## src/rtl/sng_pkg.sv

```systemverilog
// Shared defaults and types for the stop-and-go keystream word packer.
package sng_pkg;

   localparam int SNG_WORD_W     = 32;
   localparam int SNG_FIFO_DEPTH = 4;
   localparam int SNG_RUN_LIMIT  = 34;

   typedef logic [SNG_WORD_W-1:0] sng_word_t;

   function automatic bit sng_is_pow2(input int n);
      return (n > 0) && ((n & (n - 1)) == 0);
   endfunction

endpackage

```

## src/rtl/sng_sync_fifo.sv

```systemverilog
// Synchronous word FIFO with registered level; a push into a full FIFO
// succeeds only when a pop happens on the same edge.
module sng_sync_fifo
   import sng_pkg::*;
#(
   parameter int W     = SNG_WORD_W,
   parameter int DEPTH = SNG_FIFO_DEPTH
) (
   input  logic                       clk,
   input  logic                       rst,
   input  logic                       flush,
   input  logic                       push,
   input  logic                       pop,
   input  logic [W-1:0]               wdata,
   output logic [W-1:0]               rdata,
   output logic [$clog2(DEPTH+1)-1:0] level,
   output logic                       full,
   output logic                       empty
);

   localparam int PTR_W = $clog2(DEPTH);
   localparam int LVL_W = $clog2(DEPTH + 1);

   if (!sng_is_pow2(DEPTH) || DEPTH < 2) begin : g_bad_depth
      $error("sng_sync_fifo: DEPTH must be a power of two >= 2");
   end

   logic [DEPTH-1:0][W-1:0] mem_q, mem_d;
   logic [PTR_W-1:0]        wr_q, wr_d, rd_q, rd_d;
   logic [LVL_W-1:0]        level_q, level_d;
   logic                    do_push_s, do_pop_s;

   assign full  = (level_q == LVL_W'(DEPTH));
   assign empty = (level_q == LVL_W'(0));
   assign level = level_q;
   // Slots are zeroed on reset/flush so the head reads 0 until the first push.
   assign rdata = mem_q[rd_q];

   always_comb begin
      mem_d     = mem_q;
      wr_d      = wr_q;
      rd_d      = rd_q;
      level_d   = level_q;
      do_pop_s  = pop && !empty;
      do_push_s = push && (!full || do_pop_s);
      if (flush) begin
         mem_d   = '0;
         wr_d    = '0;
         rd_d    = '0;
         level_d = '0;
      end else begin
         if (do_push_s) begin
            mem_d[wr_q] = wdata;
            wr_d        = wr_q + PTR_W'(1);
         end else begin
            wr_d = wr_q;
         end
         if (do_pop_s) begin
            rd_d = rd_q + PTR_W'(1);
         end else begin
            rd_d = rd_q;
         end
         case ({do_push_s, do_pop_s})
            2'b10:   level_d = level_q + LVL_W'(1);
            2'b01:   level_d = level_q - LVL_W'(1);
            default: level_d = level_q;
         endcase
      end
   end

   always_ff @(posedge clk) begin
      if (!rst) begin
         mem_q   <= '0;
         wr_q    <= '0;
         rd_q    <= '0;
         level_q <= '0;
      end else begin
         mem_q   <= mem_d;
         wr_q    <= wr_d;
         rd_q    <= rd_d;
         level_q <= level_d;
      end
   end

endmodule

```

## src/rtl/sng_word_packer.sv

```systemverilog
// Packs the 1-bit keystream MSB-first into words and buffers them in a FIFO.
// Define SNG_HEALTH_EN to build the run-length health monitor.
module sng_word_packer
   import sng_pkg::*;
#(
   parameter int WORD_W     = SNG_WORD_W,
   parameter int FIFO_DEPTH = SNG_FIFO_DEPTH,
   parameter int RUN_LIMIT  = SNG_RUN_LIMIT
) (
   input  logic                            clk,
   input  logic                            rst,
   input  logic                            bit_in,
   input  logic                            bit_en,
   input  logic                            flush,
   output logic [WORD_W-1:0]               out_data,
   output logic                            out_valid,
   input  logic                            out_ready,
   output logic [$clog2(FIFO_DEPTH+1)-1:0] level,
   output logic                            overflow,
   output logic                            health_fail
);

   localparam int BCNT_W = $clog2(WORD_W);

   if (WORD_W < 2) begin : g_bad_word_w
      $error("sng_word_packer: WORD_W must be >= 2");
   end
   if (RUN_LIMIT < 2) begin : g_bad_run_limit
      $error("sng_word_packer: RUN_LIMIT must be >= 2");
   end

   logic [WORD_W-2:0] shreg_q, shreg_d;
   logic [BCNT_W-1:0] bcnt_q, bcnt_d;
   logic              overflow_q, overflow_d;
   logic [WORD_W-1:0] word_s;
   logic              push_s, pop_s, full_s, empty_s;

   always_comb begin
      shreg_d    = shreg_q;
      bcnt_d     = bcnt_q;
      word_s     = {shreg_q, bit_in};
      push_s     = bit_en && !flush && (bcnt_q == BCNT_W'(WORD_W - 1));
      pop_s      = !empty_s && out_ready && !flush;
      // A completed word is lost only when the FIFO is full and nothing leaves.
      overflow_d = overflow_q | (push_s & full_s & ~pop_s);
      if (flush) begin
         shreg_d = '0;
         bcnt_d  = '0;
      end else if (bit_en) begin
         shreg_d = word_s[WORD_W-2:0];
         if (push_s) begin
            bcnt_d = '0;
         end else begin
            bcnt_d = bcnt_q + BCNT_W'(1);
         end
      end else begin
         shreg_d = shreg_q;
         bcnt_d  = bcnt_q;
      end
   end

   always_ff @(posedge clk) begin
      if (!rst) begin
         shreg_q    <= '0;
         bcnt_q     <= '0;
         overflow_q <= 1'b0;
      end else begin
         shreg_q    <= shreg_d;
         bcnt_q     <= bcnt_d;
         overflow_q <= overflow_d;
      end
   end

   sng_sync_fifo #(
      .W     (WORD_W),
      .DEPTH (FIFO_DEPTH)
   ) u_fifo (
      .clk   (clk),
      .rst   (rst),
      .flush (flush),
      .push  (push_s),
      .pop   (pop_s),
      .wdata (word_s),
      .rdata (out_data),
      .level (level),
      .full  (full_s),
      .empty (empty_s)
   );

   assign out_valid = !empty_s;
   assign overflow  = overflow_q;

`ifdef SNG_HEALTH_EN
   localparam int RUN_W = $clog2(RUN_LIMIT + 1);

   logic [RUN_W-1:0] run_q, run_d;
   logic             last_bit_q, last_bit_d;
   logic             health_q, health_d;

   // run==0 marks "no bit seen since reset/flush", so the next bit starts a run.
   always_comb begin
      run_d      = run_q;
      last_bit_d = last_bit_q;
      health_d   = health_q;
      if (flush) begin
         run_d      = '0;
         last_bit_d = 1'b0;
      end else if (bit_en) begin
         last_bit_d = bit_in;
         if (run_q == RUN_W'(0) || bit_in != last_bit_q) begin
            run_d = RUN_W'(1);
         end else if (run_q != RUN_W'(RUN_LIMIT)) begin
            run_d = run_q + RUN_W'(1);
         end else begin
            run_d = run_q;
         end
         if (run_d == RUN_W'(RUN_LIMIT)) begin
            health_d = 1'b1;
         end else begin
            health_d = health_q;
         end
      end else begin
         run_d = run_q;
      end
   end

   always_ff @(posedge clk) begin
      if (!rst) begin
         run_q      <= '0;
         last_bit_q <= 1'b0;
         health_q   <= 1'b0;
      end else begin
         run_q      <= run_d;
         last_bit_q <= last_bit_d;
         health_q   <= health_d;
      end
   end

   assign health_fail = health_q;
`else
   assign health_fail = 1'b0;
`endif

endmodule

```

## config.mk

```make
export PLATFORM = sky130hd
export DESIGN_NAME = sng_word_packer
export DESIGN_NICKNAME = d
export VERILOG_FILES = /design/src/rtl/sng_pkg.sv /design/src/rtl/sng_sync_fifo.sv /design/src/rtl/sng_word_packer.sv
export SDC_FILE = /design/constraint.sdc
export NUM_CORES = 1
export LEC_CHECK = 0
export ABC_AREA = 1
export BUFFER_PORTS_ARGS = -buffer_cell sky130_fd_sc_hd__buf_2
export CAP_MARGIN = 20
export CORE_ASPECT_RATIO = 1.2
export CORE_MARGIN = 4
export CORE_UTILIZATION = 46
export CTS_CLUSTER_SIZE = 30
export DETAILED_ROUTE_END_ITERATION = 16
export HOLD_SLACK_MARGIN = 0.02
export PLACE_DENSITY = 0.61
export SLEW_MARGIN = 20
export SYNTH_ARGS = -nofsm -noshare
export SYNTH_HDL_FRONTEND = slang
export SYNTH_HIERARCHICAL = 1
export SYNTH_SLANG_ARGS = --single-unit
```

## constraint.sdc

```tcl
create_clock -name clk -period 3.5 [get_ports clk]
set_input_delay 0 -clock clk [delete_from_list [all_inputs] [get_ports clk]]
set_output_delay 0 -clock clk [all_outputs]
set_load 0.005 [all_outputs]
```

* Yosys cells after proc, flatten, opt, wreduce, memory -nomap -nowiden
Cells that the tools add are included.
Widths: inputs -> output; s select.
** Word-level totals
- Register bits after elaboration :: 172
- Output and inout port bits :: 38
- Word-level logic and storage cells :: 48
** Cells by class
- Add/subtract/negate cells :: 5
- $lt $le $gt $ge :: 3
- Eq/ne operators :: 4
- Mux-type cells :: 7
- Bitwise logic cells :: 5
- Reduce and logical (&&, ||, !) cells :: 14
** Operator list (number)
- $bwmux 128 :: 1
- $bmux 32 s2 :: 1
- $demux 32 s2 :: 1
- $mux 32 :: 2
- $logic_and 1x1->1 :: 7
- $lt 2x3->1 const B :: 2
- $pmux 3 s2 :: 1
- $add 5x1->5 const B :: 1
- $eq 5x5->1 const B :: 1
- $mux 5 :: 1
- $add 2x1->2 const B :: 2
- $add 3x1->3 const B :: 1
- $eq 3x3->1 const B :: 1
- $logic_not 1->1 :: 3
- $logic_not 3->1 :: 1
- $sub 3x1->3 const B :: 1
- $and 1x1->1 :: 2
- $eq 2x1->1 const B :: 1
- $eq 2x2->1 const B :: 1
- $ge 2x1->1 const B :: 1
- $not 1->1 :: 2
- $reduce_bool 2->1 :: 1
- $reduce_or 2->1 :: 1
- $logic_or 1x1->1 :: 1
- $or 1x1->1 :: 1

* Longest topological paths before layout
Gate-level depths: netlist of the first run.
- Depth after elaboration :: 9
- Mapped depth :: 18
- Gate-level depth less buffers :: 17

* Cells and area by module
Netlist of the first run, hierarchy kept.
** By module, submodules not included
- sng_sync_fifo :: instances 1, cells each 1241, area each 7571.0 um^2, sequential area each 2702.6 um^2
- sng_word_packer :: instances 1, cells each 181, area each 1532.7 um^2, sequential area each 740.7 um^2

* Worst setup path before layout of the first run
No wires, ideal clock.
- Kind :: flip-flop to flip-flop
- Start :: register bcnt_q[0]
- End :: register u_fifo.level_q[2] (netlist: u_fifo/level[2])
- Arrival time :: 2.358 ns
- Required time :: 3.387 ns
- Path slack :: 1.029 ns
- Cell stages (with the launch flop) :: 18
- Period minus slack after synthesis :: 2.471 ns
- Cell sequence :: dfxtp_1 > ha_1 > inv_1 > nor3_1 > ha_1 > nand2_2 > nor2_2 > buf_2 > buf_2 > nand2_1 > ha_1 > inv_1 > fa_1 > or2_2 > nand2_1 > nand2_1 > nand2_1 > nor2_1
** On the way
- Word-level cells in the longest chain between the ends :: 5
- Elaborated cells between the ends (all ways) :: 7
- Classes of those cells :: 3 x eq/ne; 1 x mux; 3 x reduce/logical
** Ends and longest elaborated chain
- start: declaration :: line sng_word_packer.sv:33 : logic [BCNT_W-1:0] bcnt_q, bcnt_d;
- start signal: assignment :: line sng_word_packer.sv:69 : bcnt_q <= bcnt_d;
- $eq 5x5->1 * :: line sng_word_packer.sv:42 : push_s = bit_en && !flush && (bcnt_q == BCNT_W'(WORD_W - 1));
- $logic_and 1x1->1 * :: line sng_word_packer.sv:42
- named net push_s :: line sng_word_packer.sv:36 : logic push_s, pop_s, full_s, empty_s;
- $logic_and 1x1->1 * :: line sng_sync_fifo.sv:45 : do_push_s = push && (!full || do_pop_s);
- $eq 2x1->1 or $eq 2x2->1 (tied branches) :: line sng_sync_fifo.sv:63 : case ({do_push_s, do_pop_s})
- $pmux 3 s2 or $reduce_bool 2->1 (tied branches)
- end signal: assignment :: line sng_sync_fifo.sv:81 : level_q <= level_d;
- end: declaration :: line sng_sync_fifo.sv:30 : logic [LVL_W-1:0] level_q, level_d;
The timed path passes the listed nets; every way through them passes the cells marked *.
A chain may end at the register's enable or synchronous reset.

* Worst setup path after layout of the first run
- Start :: register u_fifo.level_q[0] (netlist: u_fifo/level[0])
- End :: register u_fifo.level_q[2] (netlist: u_fifo/level[2])
** On the way
- Word-level cells in the longest chain between the ends :: 9
- Elaborated cells between the ends (all ways) :: 15
- Classes of those cells :: 2 x add/sub; 3 x eq/ne; 1 x mux; 9 x reduce/logical
** Ends and longest elaborated chain
- $logic_not 3->1 * :: line sng_sync_fifo.sv:34 : assign empty = (level_q == LVL_W'(0));
- named net empty_s :: line sng_word_packer.sv:36
- $logic_not 1->1 * :: line sng_word_packer.sv:43 : pop_s = !empty_s && out_ready && !flush;
- $logic_and 1x1->1 * (2 in series) :: line sng_word_packer.sv:43
- named net pop_s :: line sng_word_packer.sv:36
- $logic_and 1x1->1 * :: line sng_sync_fifo.sv:44 : do_pop_s = pop && !empty;
- $logic_or 1x1->1 :: line sng_sync_fifo.sv:45
- $logic_and 1x1->1 :: line sng_sync_fifo.sv:45
- $eq 2x1->1 or $eq 2x2->1 (tied branches) :: line sng_sync_fifo.sv:63
- $pmux 3 s2 or $reduce_bool 2->1 (tied branches)
Marks and branches as above.

==> impl.org, run 1 <==
** Status
- The run finished with clean final reports.

** Die
- Horizontal extent of the die :: between 100 and 150 µm
- Core Footprint :: around 19000 µm²
- Starting utilization of the core area :: 46.7%
- The die covers ~22000 µm².
- 44 I/O pins were placed.
- Number of standard-cell rows in the floorplan :: 56
- From bottom edge to top edge, the die measures between 150 and 200 µm.

** Placed design
- Estimated wirelength of the detail-placed design :: 11700 µm
- Buffers placed on the I/O ports in this run total 42.
- Pre-CTS setup slack :: between 0.7 and 0.8 ns
- Gp weighted congestion :: just under 0.8
- Post-Place Cell Area :: roughly 9000 µm²
- The number of placed instances, taps included, is between 1500 and 2000.

** Worst setup path
- Startpoint types :: register
- Data required time of the worst path :: 3.83 ns
- Worst Setup End Kind :: register
- First element of the critical path :: u_fifo/level[0]
- Along the worst path, the maximum fanout reaches 38.
- The startpoint identified for the worst register-to-register timing path is u_fifo/level[0].
- Register-to-register setup slack :: 0.67 ns
- Critical path type :: register to register
- Data arrival time at the worst-slack endpoint :: about 3.2 ns

** Clock network
- Number of sinks handled by clock tree synthesis :: about 170
- Clock-pin slew was measured on the worst setup and hold paths at 0.07 ns.
- Deepest level of the CTS H-tree :: 4
- In this run the deepest clock path goes through 2 buffers.
- TritonCTS built the clock tree.
- Total clock buffers created by CTS :: 17
- The clock reaches the later pin of the worst-skew pair after between 0.4 and 0.5 ns.
- Gates resized during post-CTS repair numbered 0.
- Clock tree synthesis selected as its root buffer the cell sky130_fd_sc_hd__clkbuf_16.

** Synthesis
- #FFs+latches synth :: roughly 170
- Compound-Gate Fraction of Synth Area :: 10.7%
- Yosys attributes the largest share of cell area to sky130_fd_sc_hd__dfxtp_1, sky130_fd_sc_hd__nand2_1, sky130_fd_sc_hd__inv_1.
- Count of unique library cells instantiated by Yosys :: 30
- By instance count, the leading cell after synthesis is sky130_fd_sc_hd__nand2_1.
- Post-Synthesis Cell Area :: around 9100 µm²
- After synthesis, the share of flip-flops with an asynchronous set or reset is 0%.
- Post-synthesis cell type with the largest combined area :: sky130_fd_sc_hd__dfxtp_1
- Synthesis produced a netlist whose cell count is 1422.
- Post-synthesis average cell area :: ~6.4 µm²
- List of most frequent post-synthesis cells :: sky130_fd_sc_hd__nand2_1, sky130_fd_sc_hd__inv_1, sky130_fd_sc_hd__dfxtp_1
- Synth Area in Adders :: around 1.2%
- In this run, synthesis inferred 0 flip-flops with an integrated enable.
- Combinational family with the most area after synthesis :: simple AND/OR/NAND/NOR gates
- Summed over its instances, the top area cell type makes up ~38% of the synthesized netlist area.
- Sequential share of the synthesized area :: between 30% and 40%
- When the netlist entered floorplanning its net count stood at 1436.
- The most used flip-flop cell after synthesis is sky130_fd_sc_hd__dfxtp_1.
- Simple-gate share of the synthesized area :: 30.9%
- Of the post-synthesis cell area, the part taken by muxes is 0%.
- Of the total synthesized cell area, the portion taken by XOR and XNOR cells is 0.0962%.
- Synth Warn # :: 6

** Power and ir drop
- Switching power as a share of total power :: between 20 and 25%
- The completed layout was analyzed and its total power is slightly above 4 mW.
- Leakage dissipation :: between 4 and 5 nW
- In this run the power density over the cells is roughly 410 nW/µm².
- Clock network fraction of total power :: 48.9%
- Relative contribution of sequential cells to total power :: 48.4%
- Relative contribution of combinational cells to total power :: between 2 and 3%
- Summed over all nets, the switching power comes to slightly below 0.9 mW.
- Cell internal power was estimated by the tool at about 3.2 mW.
- Across the VDD grid, the largest voltage drop is approximately 0.37 mV.

** Detailed routing
- Number of nets with antenna violations after detailed routing :: 0
- For this run, design rule violations remaining after detail routing come to 0.
- Summing over every cut layer, the via total after detailed routing is 8106.
- Number of violations reported at the end of detailed-routing iteration 0 :: 539
- Before antenna repair, the detailed router went through 5 iterations.
- Detailed-route wire length :: roughly 22000 µm
- Routed vias/inst :: approximately 4.8
- After detailed routing, the average wire length per cell comes to approximately 13 µm.

** GRT
- The initial antenna violation count was 0.
- Global routing used a little over a fifth of the available tracks across all layers.
- Remaining Overflow, GRT :: 0
- Global-route wire length before repair :: around 38000 µm
- Entering global routing, the biggest net connects ~130 pins.
- The number of global-route vias before repair came to roughly 8000.

** Final layout
- The finished layout holds approximately 1700 standard cells, fillers aside.
- Fraction of final layout cells with drive strength greater than 1 :: under 10%
- Final net count :: about 1400
- Area Overhead vs Synth :: 8.89%
- Final core area utilization :: about half
- After routing the design area is around 9900 µm².
- The repair_antennas step left the layout with diodes totalling 0.

** Timing
- For the final database, setup skew stands at between 0.01 and 0.015 ns.
- Final hold violation count :: 0
- Max Clk Rate :: approximately 350 MHz
- Final cycle utilization of the critical path :: 80.9%
- Worst Tran Pin Value :: roughly 0.96 ns
- Slew Limit Fails :: 0
- Summed over all failing endpoints, the final setup total negative slack is 0 ns.
- Worst hold margin :: between 0.08 and 0.09 ns
- The smallest clock period supported by the final layout is computed as approximately 2.8 ns.
- RSZ-0062 raised after global routing :: no
- Setup violations remaining at the end of the flow were counted as 0.
- Worst max-slew margin expressed relative to the limit :: 35.8%
- Crit path setup slack, layout :: 0.669 ns

** Hold path
- Worst hold path startpoint :: out_ready
- Min-Delay Path Class :: primary input to register

** Flow run
- MaxCap Viol Count :: 0
[cell families after synthesis]
| kind of cell | Yosys count |
|---|---|
| other | 1 |
| flip-flops | 172 |
| adder cells (fa/ha/maj) | 8 |
| buffers and inverters | 415 |
| AND/OR/NAND/NOR | 653 |
| AO/OA/AOI/OAI | 172 |
| XOR/XNOR | 1 |
[area by class of cell]
cell class                 instances  area [µm²]
clock buffer                      19         453
inverter                         313        1180
fill                            2060        9570
sequential                       172        3440
multi-input combinational        835        3930
timing repair buffer              63         418
clock inverter                    13         166
tap                              261         327
[power groups by stage]
stage          combinational (mW)  sequential (mW)  clock (mW)
3_5_place_dp                0.104             2.00           0
4_1_cts                     0.108             1.96        2.03
2_1_floorplan              0.0875             2.00           0
5_1_grt                     0.120             1.96        2.10
3_3_place_gp                0.105             2.00           0
6_report                    0.106             1.96        1.98
[state kept, by name, indices dropped and copies added (netlist names)]
name / count
u_fifo/mem_q: 128
shreg_q: 31
bcnt_q: 5
u_fifo/level: 3
u_fifo/rd_q: 2
u_fifo/wr_q: 2
overflow: 1
[what timing repair did]
action,4_1_cts,5_1_grt
hold endpoints to repair,5,0
hold buffers,5,0
setup buffers,0,0
[critical path, cell delays in order (launching register included)]
cell and delay [ns]:
sky130_fd_sc_hd__dfxtp_1 0.35, sky130_fd_sc_hd__nor2_2 0.19, sky130_fd_sc_hd__nand2_1 0.09, sky130_fd_sc_hd__inv_1 0.07, sky130_fd_sc_hd__inv_2 0.03, sky130_fd_sc_hd__nand3_1 0.08, sky130_fd_sc_hd__inv_1 0.06, sky130_fd_sc_hd__inv_1 0.09
sky130_fd_sc_hd__nand3_4 0.36, sky130_fd_sc_hd__nand2_1 0.26, sky130_fd_sc_hd__ha_1 0.17, sky130_fd_sc_hd__inv_1 0.06, sky130_fd_sc_hd__fa_1 0.38, sky130_fd_sc_hd__or2_2 0.31, sky130_fd_sc_hd__nand2_1 0.09, sky130_fd_sc_hd__nand2_1 0.05
sky130_fd_sc_hd__nand2_1 0.05, sky130_fd_sc_hd__nor2_1 0.04
[final timing paths]
path | cells past startpoint | end
setup reg to reg | 17 | u_fifo/level[2]
hold reg to reg | 2 | shreg_q[30]
hold / removal | 6 | u_fifo/rd_q[1]
setup / recovery | 17 | u_fifo/level[2]
[cell usage in the layout (no fill, tap or decap), types with 7 or more instances in the layout]
cell type / instances
sky130_fd_sc_hd__buf_2: 42
sky130_fd_sc_hd__nor2_1: 139
sky130_fd_sc_hd__ha_1: 7
sky130_fd_sc_hd__a21oi_2: 30
sky130_fd_sc_hd__buf_4: 13
sky130_fd_sc_hd__clkbuf_16: 17
sky130_fd_sc_hd__nand4_1: 129
sky130_fd_sc_hd__dfxtp_1: 172
sky130_fd_sc_hd__inv_1: 308
sky130_fd_sc_hd__nand2_1: 366
sky130_fd_sc_hd__nand3_1: 8
sky130_fd_sc_hd__a21oi_1: 103
sky130_fd_sc_hd__o21ai_0: 37
[layer usage]
metal	global-route usage, %	wire (µm)
met1	28.0	10700
met2	36.5	10700
met3	2.91	807
met4	7.01	365
met5	0	0
Note: power is estimated with default switching activity, not from simulation.
==> inputs of run 2 (changes only) <==
==> constraint.sdc (replaced) <==
create_clock -name clk -period 2.8 [get_ports clk]
set_input_delay 0 -clock clk [delete_from_list [all_inputs] [get_ports clk]]
set_output_delay 0 -clock clk [all_outputs]
set_load 0.005 [all_outputs]
==> run 2 against run 1 <==
Net effect: die area did not move; count of clock-buffer cells in the layout up 3; wire length fell by 0.78%; cell count rose by 0.30%; largest power group is now sequential cells; largest cell class unchanged; via count is 0.35% higher; clock power up 24%; first-iteration DRC count down 8.9%; critical path depth down 5; setup slack worse by 0.27 ns; utilization increased by 0.22 points; sequential cell count unchanged.
==> impl.org, run 2 (synthesis gave the netlist of run 1 again) <==
** Placed design
- Detailed placement finished with a half-perimeter wire length of around 12000 µm.
- Gp weighted congestion :: between 0.7 and 0.8
- Once placement finished, the instance area stood at just over 9000 µm².
- The count of buffers added on input and output ports is 42.

** GRT
- Entering global routing, the biggest net connects approximately 130 pins.
- Busiest metal layer after global routing :: met2
- Global-route wire length before repair :: 36600 µm
- The number of global-route vias before repair was roughly 7400.
- Across every metal layer, demand over resource in global routing totals a little over 20%.
- Global routing used approximately 27% of the available met1 tracks.
- For this run, global-route usage on met3 was measured as 3.38%.
- Antenna violations before repair :: 0
- Remaining Overflow, GRT :: 0
- Global Route met2 Usage :: about a third

** Power and ir drop
- The share of total power dissipated in sequential elements is between 40% and 50%.
- Power density relative to cell area :: just over 500 nW/µm²
- Switching pwr :: around 1.1 mW
- Leakage dissipation :: slightly above 4 nW
- Internal power comes to around 4 mW.
- In this run, the clock network consumes ~50% of the power.
- The share of total power dissipated in combinational logic is approximately 2.6%.
- Peak supply drop :: ~0.42 mV
- Switching power as a share of total power :: about a fifth

** Final layout
- Fraction of final layout cells with drive strength greater than 1 :: under 10%
- The largest registers in the layout are u_fifo/mem_q x128, shreg_q x31, bcnt_q x5.
- 0 antenna diodes ended up in the layout.
- At the end of the flow, the number of nets in the layout was between 1000 and 1500.
- Most common library cell in the layout ignoring fill and taps :: sky130_fd_sc_hd__nand2_1
- Counting flops per register, the top entry is u_fifo/mem_q.
- Most frequent cells in the layout :: sky130_fd_sc_hd__nand2_1, sky130_fd_sc_hd__inv_1, sky130_fd_sc_hd__dfxtp_1
- Compared with the post-synthesis result, the final layout area differs by 9.37%.
- Counting the fill cells in the layout gives between 2000 and 2500.
- Area of all placed cells without fillers :: between 9000 and 10000 µm²
- Cells fill 51.1% of the core in the end.
- The register with the most flip-flops in the layout has around 130 of them.

** Worst setup path
- The critical path in this run is classified as register to register.
- Largest driver fanout on the critical path :: between 100 and 150
- STA puts the critical path data arrival time at 2.76 ns.
- The signal on the critical path passes through ha_1 > inv_1 > nor3_1 > ha_1 > nand2_2 > nor2_4 > buf_12 > nand3_1 > buf_4 > nand2_1 > inv_1 > nor2_1.
- Number of buffers and inverters on the critical path :: 4
- For this run, the slowest stage of the critical path takes 0.38 ns.
- Master of the slowest instance on the critical path :: sky130_fd_sc_hd__buf_12
- For the worst setup path, the data required time is ~3.2 ns.
- Grouping stages by cell kind, the critical path spends the most delay in buffers and inverters.
- Worst Setup End Kind :: register
- STA classifies the critical path startpoint as a register.

** Clock network
- Post-CTS repair changed the size of 0 cells.
- After clock tree synthesis, the clock-pin slew on the worst setup and hold paths is ~0.06 ns.
- Clock tree from TritonCTS :: done
- Number of sinks handled by clock tree synthesis :: about 170
- Counting the buffers created by CTS gives 17.
- Clock tree root driver cell :: sky130_fd_sc_hd__clkbuf_16
- The later pin in the worst-skew pair is clocked with a latency of 0.42 ns.
- CTS Buffer Depth :: 2
- CTS built an H-tree with a depth of 4.

** Timing
- Slew Limit Fails :: 0
- Worst max-slew margin expressed relative to the limit :: ~41%
- Tmin final :: roughly 2.4 ns
- Final cycle utilization of the critical path :: a little under nine tenths
- RSZ-0062 raised after global routing :: no
- For the pin with the worst max-slew slack, the measured transition is between 0.8 and 0.9 ns.
- In the final timing run, aggregate negative setup slack is 0 ns.
- Across the routed clock network, the largest skew measured is between 0.006 and 0.007 ns.
- The number of hold violations in the final report is 0.
- Based on the critical path, the design can be clocked at up to between 400 and 500 MHz.
- Setup violations remaining at the end of the flow were counted as 0.

** Die
- Number of standard-cell rows in the floorplan :: 56
- Core Footprint :: 19500 µm²
- For this configuration, the core starts out at a cell density of 46.7%.
- For this design the top-level I/O count stands at 44.
- Die area :: ~22000 µm²
- Die height :: approximately 160 µm
- The die is 136 µm wide.

** Detailed routing
- After detailed routing, the total wire length is ~22000 µm.
- In the routed design, unresolved DRC markers number 0.
- The count of nets left with antenna violations once routing finished came out at 0.
- Number of violations reported at the end of detailed-routing iteration 0 :: ~490
- DR pass1 iterations :: 5
- The final route contains 8134 vias.
- Routed vias/inst :: around 4.8
- Dividing the detail-routed wire length by the instance count gives between 10 and 15 µm.

** Hold path
- Min-Delay Path Class :: primary input to register

** Flow run
- The tool flagged a number of max-cap violations equal to 0.

** Status
- Run status :: complete, no violations
-- run 2: cell types whose count changed in the layout (fill, tap and decap cells not counted) --
cell	previous run	this run
sky130_fd_sc_hd__clkbuf_1	0	2
sky130_fd_sc_hd__buf_4	13	17
sky130_fd_sc_hd__clkinv_4	2	1
sky130_fd_sc_hd__clkinv_2	1	2
sky130_fd_sc_hd__buf_12	3	4
sky130_fd_sc_hd__clkinvlp_4	6	4
sky130_fd_sc_hd__inv_6	1	0
sky130_fd_sc_hd__clkbuf_8	2	3
-- run 2: routing by layer --
metal | vias to the layer above | part of all wire (%)
met5 | - | 0
met4 | 0 | 0.85
met3 | 15 | 3.8
met2 | 173 | 48
met1 | 3642 | 47
li1 | 4304 | -
-- run 2: cell type report --
class	count	area (µm²)	area share, %
Inverter	313	1180	11.8
Clock inverter	10	139	1.39
Multi-Input combinational cell	835	3930	39.5
Clock buffer	22	474	4.76
Sequential cell	172	3440	34.6
Timing Repair Buffer	68	468	4.70
Tap cell	261	327	3.28
-- run 2: metrics by stage --
stage          instances  hold slack (ns)  worst slack (ns)  power [mW]
2_1_floorplan       1422            0.160             0.329        2.61
3_3_place_gp        1644            0.308             0.441        2.63
3_5_place_dp        1644            0.305             0.420        2.64
4_1_cts             1681           0.0707             0.310        5.10
5_1_grt             1681            0.122             0.140        5.20
6_report            1681           0.0809             0.401        5.04
-- run 2: worst min-delay path: cells and delay by family --
kind | cells | cell delay [ns]
simple gates | 3 | 0.22
buf+inv | 2 | 0.15
compound gates | 1 | 0.07
-- run 2: final timing paths --
path,from,end,slack (ns),cells after the start
setup / recovery,bcnt_q[0],u_fifo/mem_q[120],0.40,12
hold / removal,out_ready,u_fifo/rd_q[1],0.08,6
setup reg to reg,bcnt_q[0],u_fifo/mem_q[120],0.40,12
hold reg to reg,shreg_q[8],shreg_q[9],0.48,2
-- run 2: power groups by stage --
stage / Clock (mW) / Sequential (mW) / Combinational [mW]
after floorplan: 0 / 2.50 / 0.109
after global placement: 0 / 2.50 / 0.131
after detailed placement: 0 / 2.50 / 0.131
after CTS: 2.52 / 2.45 / 0.135
after global routing: 2.61 / 2.45 / 0.151
final: 2.45 / 2.45 / 0.133
-- run 2: timing repair --
item	4_1_cts	5_1_grt
endpoints found under the hold margin	5	0
hold buffers	5	0
buffers inserted	0	0
==> inputs of run 3 (changes only) <==
--- a/config.mk
+++ b/config.mk
@@ -8,7 +8,6 @@
 export ABC_AREA = 1
 export BUFFER_PORTS_ARGS = -buffer_cell sky130_fd_sc_hd__buf_2
 export CAP_MARGIN = 20
-export CORE_ASPECT_RATIO = 1.2
 export CORE_MARGIN = 4
 export CORE_UTILIZATION = 46
 export CTS_CLUSTER_SIZE = 30
==> run 3 against run 2 <==
Net effect: first-iteration DRC count increased by 22%; cell count increased by 0.30%; sequential cell count unchanged; non-clock buffer count increased by 1; sequential power about the same; via count decreased by 0.45%; setup slack got worse by 0.073 ns; clock power increased by 9.4%; global-route usage increased by 0.49 points; power increased by 4.5%.
==> impl.org, run 3 (synthesis gave the netlist of run 1 again) <==
** Detailed routing
- Number of violations reported at the end of detailed-routing iteration 0 :: a little under 600
- Detailed-route wire length :: ~23000 µm
- Number of nets with antenna violations after detailed routing :: 0
- In the routed layout, each cell is associated on average with a via count of ~4.8.
- In the routed design, unresolved DRC markers number 0.
- DR pass1 iterations :: 4
- Detail-routed net length per standard cell :: around 13 µm
- Detailed routing inserted a total of ~8000 vias.

** Power and ir drop
- Overall power consumption after layout is estimated at approximately 5.3 mW.
- In this run switching power makes up 20.4% of total power.
- Leakage dissipation :: between 4 and 5 nW
- Peak supply drop :: approximately 0.42 mV
- In this run the power spent charging and discharging nets is between 1 and 1.5 mW.
- Internal power contribution :: ~4.2 mW
- The clock network burns 50.9% of the power.
- Power density relative to cell area :: approximately 520 nW/µm²
- Relative contribution of combinational cells to total power :: 2.5%
- Relative contribution of sequential cells to total power :: 46.5%

** Final layout
- Flip-flop count of the largest register, all copies and words added :: between 100 and 150
- Most common library cell in the layout ignoring fill and taps :: sky130_fd_sc_hd__nand2_1
- In the final layout, the share of cells above drive strength 1 is under 10%.
- Diode count :: 0
- Reg with most FFs :: u_fifo/mem_q
- At the end of the flow the core is filled with cells to 51.6%.
- Leaving out fill and tap cells, the most frequent cells in the layout are sky130_fd_sc_hd__nand2_1, sky130_fd_sc_hd__inv_1, sky130_fd_sc_hd__dfxtp_1.
- From synthesis to final layout, the design area changed by 10.2%.
- Largest regs :: u_fifo/mem_q x128, shreg_q x31, bcnt_q x5
- In the final design database the tool counted ~1400 nets.

** Placed design
- Port buffering added 42 buffers.
- Gp weighted congestion :: roughly 0.78
- Estimated wirelength of the detail-placed design :: around 12000 µm

** Timing
- The worst pin sits at a relative slew slack of 39.8%.
- After layout, the minimum clock period comes to 2.47 ns.
- Across all hold checks on the routed design, the worst slack comes to between 0.1 and 0.15 ns.
- RSZ-0062 raised after global routing :: no
- The final count of pins violating max slew is 0.
- On the final layout, the worst clock skew is around 0.008 ns.
- Adding up every negative setup slack in the final design gives 0 ns.
- Max Clk Rate :: around 400 MHz
- After layout, the worst path uses between 80 and 90% of the clock period.
- Setup violation total in the final timing report :: 0
- Final hold violation count :: 0
- At the pin with the least slew margin, the transition time is 0.902 ns.

** Worst setup path
- Data required time of the worst path :: between 2 and 3 ns
- Number of buffers and inverters on the critical path :: 3
- Counting buffers and inverters, the worst setup path is 6 cells deep.
- STA classifies the critical path startpoint as a register.
- Critical path type :: register to primary output
- Master of the slowest instance on the critical path :: sky130_fd_sc_hd__clkinv_1
- The endpoint identified for the worst register-to-register timing path is u_fifo/mem_q[87].
- In this design, the stage delay of the slowest critical-path cell is approximately 0.63 ns.
- Cell seen most often among critical-path stages :: sky130_fd_sc_hd__a21oi_1
- Walking the worst path, the cells encountered are clkinv_1 > buf_12 > o21ai_0 > a21oi_1 > a21oi_1 > buf_2.
- CP endpoint :: out_data[14]
- Path depth of the worst reg2reg path :: 12
- Register-to-register setup slack :: about 0.35 ns
- Family with the most delay on the worst path :: buffers and inverters
- Largest driver fanout on the critical path :: 45
- First element of the critical path :: u_fifo/rd_q[1]
- STA classifies the critical path endpoint as a primary output.
- At the worst endpoint, the arrival time is roughly 2.5 ns.
- Startpoint of the worst-slack reg-to-reg timing path :: bcnt_q[0]

** Hold path
- The worst hold path belongs to the class primary input to register.

** Clock network
- Post-CTS timing repair inserted 0 buffers for setup.
- Clock tree from TritonCTS :: done
- Clock-pin slew was measured on the worst setup and hold paths at ~0.060 ns.
- Clock network latency to the later pin of the worst-skew pair :: 0.43 ns
- Total clock buffers created by CTS :: 17
- The clock passes through at most 2 buffers.
- The tree is rooted in a sky130_fd_sc_hd__clkbuf_16.
- Number of sinks handled by clock tree synthesis :: approximately 170
- Deepest level of the CTS H-tree :: 4

** GRT
- After global routing the overflow that remains totals 0.
- The first global-routing pass estimated roughly 38000 µm of wire.
- Antenna violations before repair :: 0
- Largest net degree at the start of global routing :: ~130
- GRT Overall Usage :: about a fifth
- The number of global-route vias before repair is 7613.

** Die
- Starting utilization of the core area :: approximately 47%
- Die area :: 22100 µm²
- During I/O placement, the number of pins put on the boundary was 44.
- The total area inside the core boundary comes to about 19000 µm².
- The floorplan step set the die height to around 150 µm.
- Horizontal extent of the die :: approximately 150 µm
- Number of standard-cell rows in the floorplan :: a little over 50

** Status
- Run status :: complete, no violations

** Flow run
- MaxCap Viol Count :: 0
-- run 3: cell count changes in the layout (fill, tap and decap cells not counted), sizes merged --
cell / delta
clkinvlp: -4
clkinv: +1
inv: +1
bufinv: +2
buf: +1
-- run 3: power groups by stage --
stage | clock network (mW) | logic, mW | registers, mW
finish | 2.68 | 0.134 | 2.45
global route | 2.83 | 0.150 | 2.45
CTS | 2.72 | 0.135 | 2.45
detailed placement | 0 | 0.130 | 2.50
global placement | 0 | 0.131 | 2.50
floorplan | 0 | 0.109 | 2.50
-- run 3: per-layer routing --
metal	vias to the layer above	GRT usage [%]	wire length (µm)
met2	135	34.9	10500
met3	23	3.26	902
met4	0	6.00	327
met5	-	0	0
li1	4307	-	-
met1	3632	28.3	10800
-- run 3: worst min-delay path by stage --
stage	start	endpoint	slack, ns	cells after the start
after floorplan	bit_in	shreg_q[0]	0.16	2
after global placement	bit_in	shreg_q[0]	0.29	3
after detailed placement	bit_in	shreg_q[0]	0.29	3
after CTS	out_ready	u_fifo/rd_q[1]	0.09	6
after global routing	out_ready	u_fifo/rd_q[1]	0.18	6
final	out_ready	u_fifo/rd_q[1]	0.10	6
-- run 3: tightest hold or removal path: cells and delay by family --
family	cells	cell delay (ns)
buf+inv	2	0.15
compound gates	1	0.07
simple gates	3	0.25
-- run 3: stage by stage --
step / setup WS, ns / cell area, µm² / cells
3_5_place_dp: 0.394 / 9310 / 1649
2_1_floorplan: 0.329 / 9100 / 1422
4_1_cts: 0.270 / 10000 / 1686
3_3_place_gp: 0.471 / 9310 / 1649
5_1_grt: 0.0380 / 10000 / 1686
6_report: 0.328 / 10000 / 1686
-- run 3: final cells by class --
type	instances	area (µm²)
Sequential cell	172	3440
Inverter	313	1180
Tap cell	265	332
Timing Repair Buffer	69	475
Clock buffer	22	494
Multi-Input combinational cell	835	3930
Clock inverter	10	183
Fill cell	1985	9430
-- run 3: repair_timing --
| action | CTS | global route |
|---|---|---|
| setup endpoints to repair | 0 | 0 |
| endpoints found under the hold margin | 9 | 0 |
| gates resized for setup | 0 | 0 |
| hold buffers | 5 | 0 |
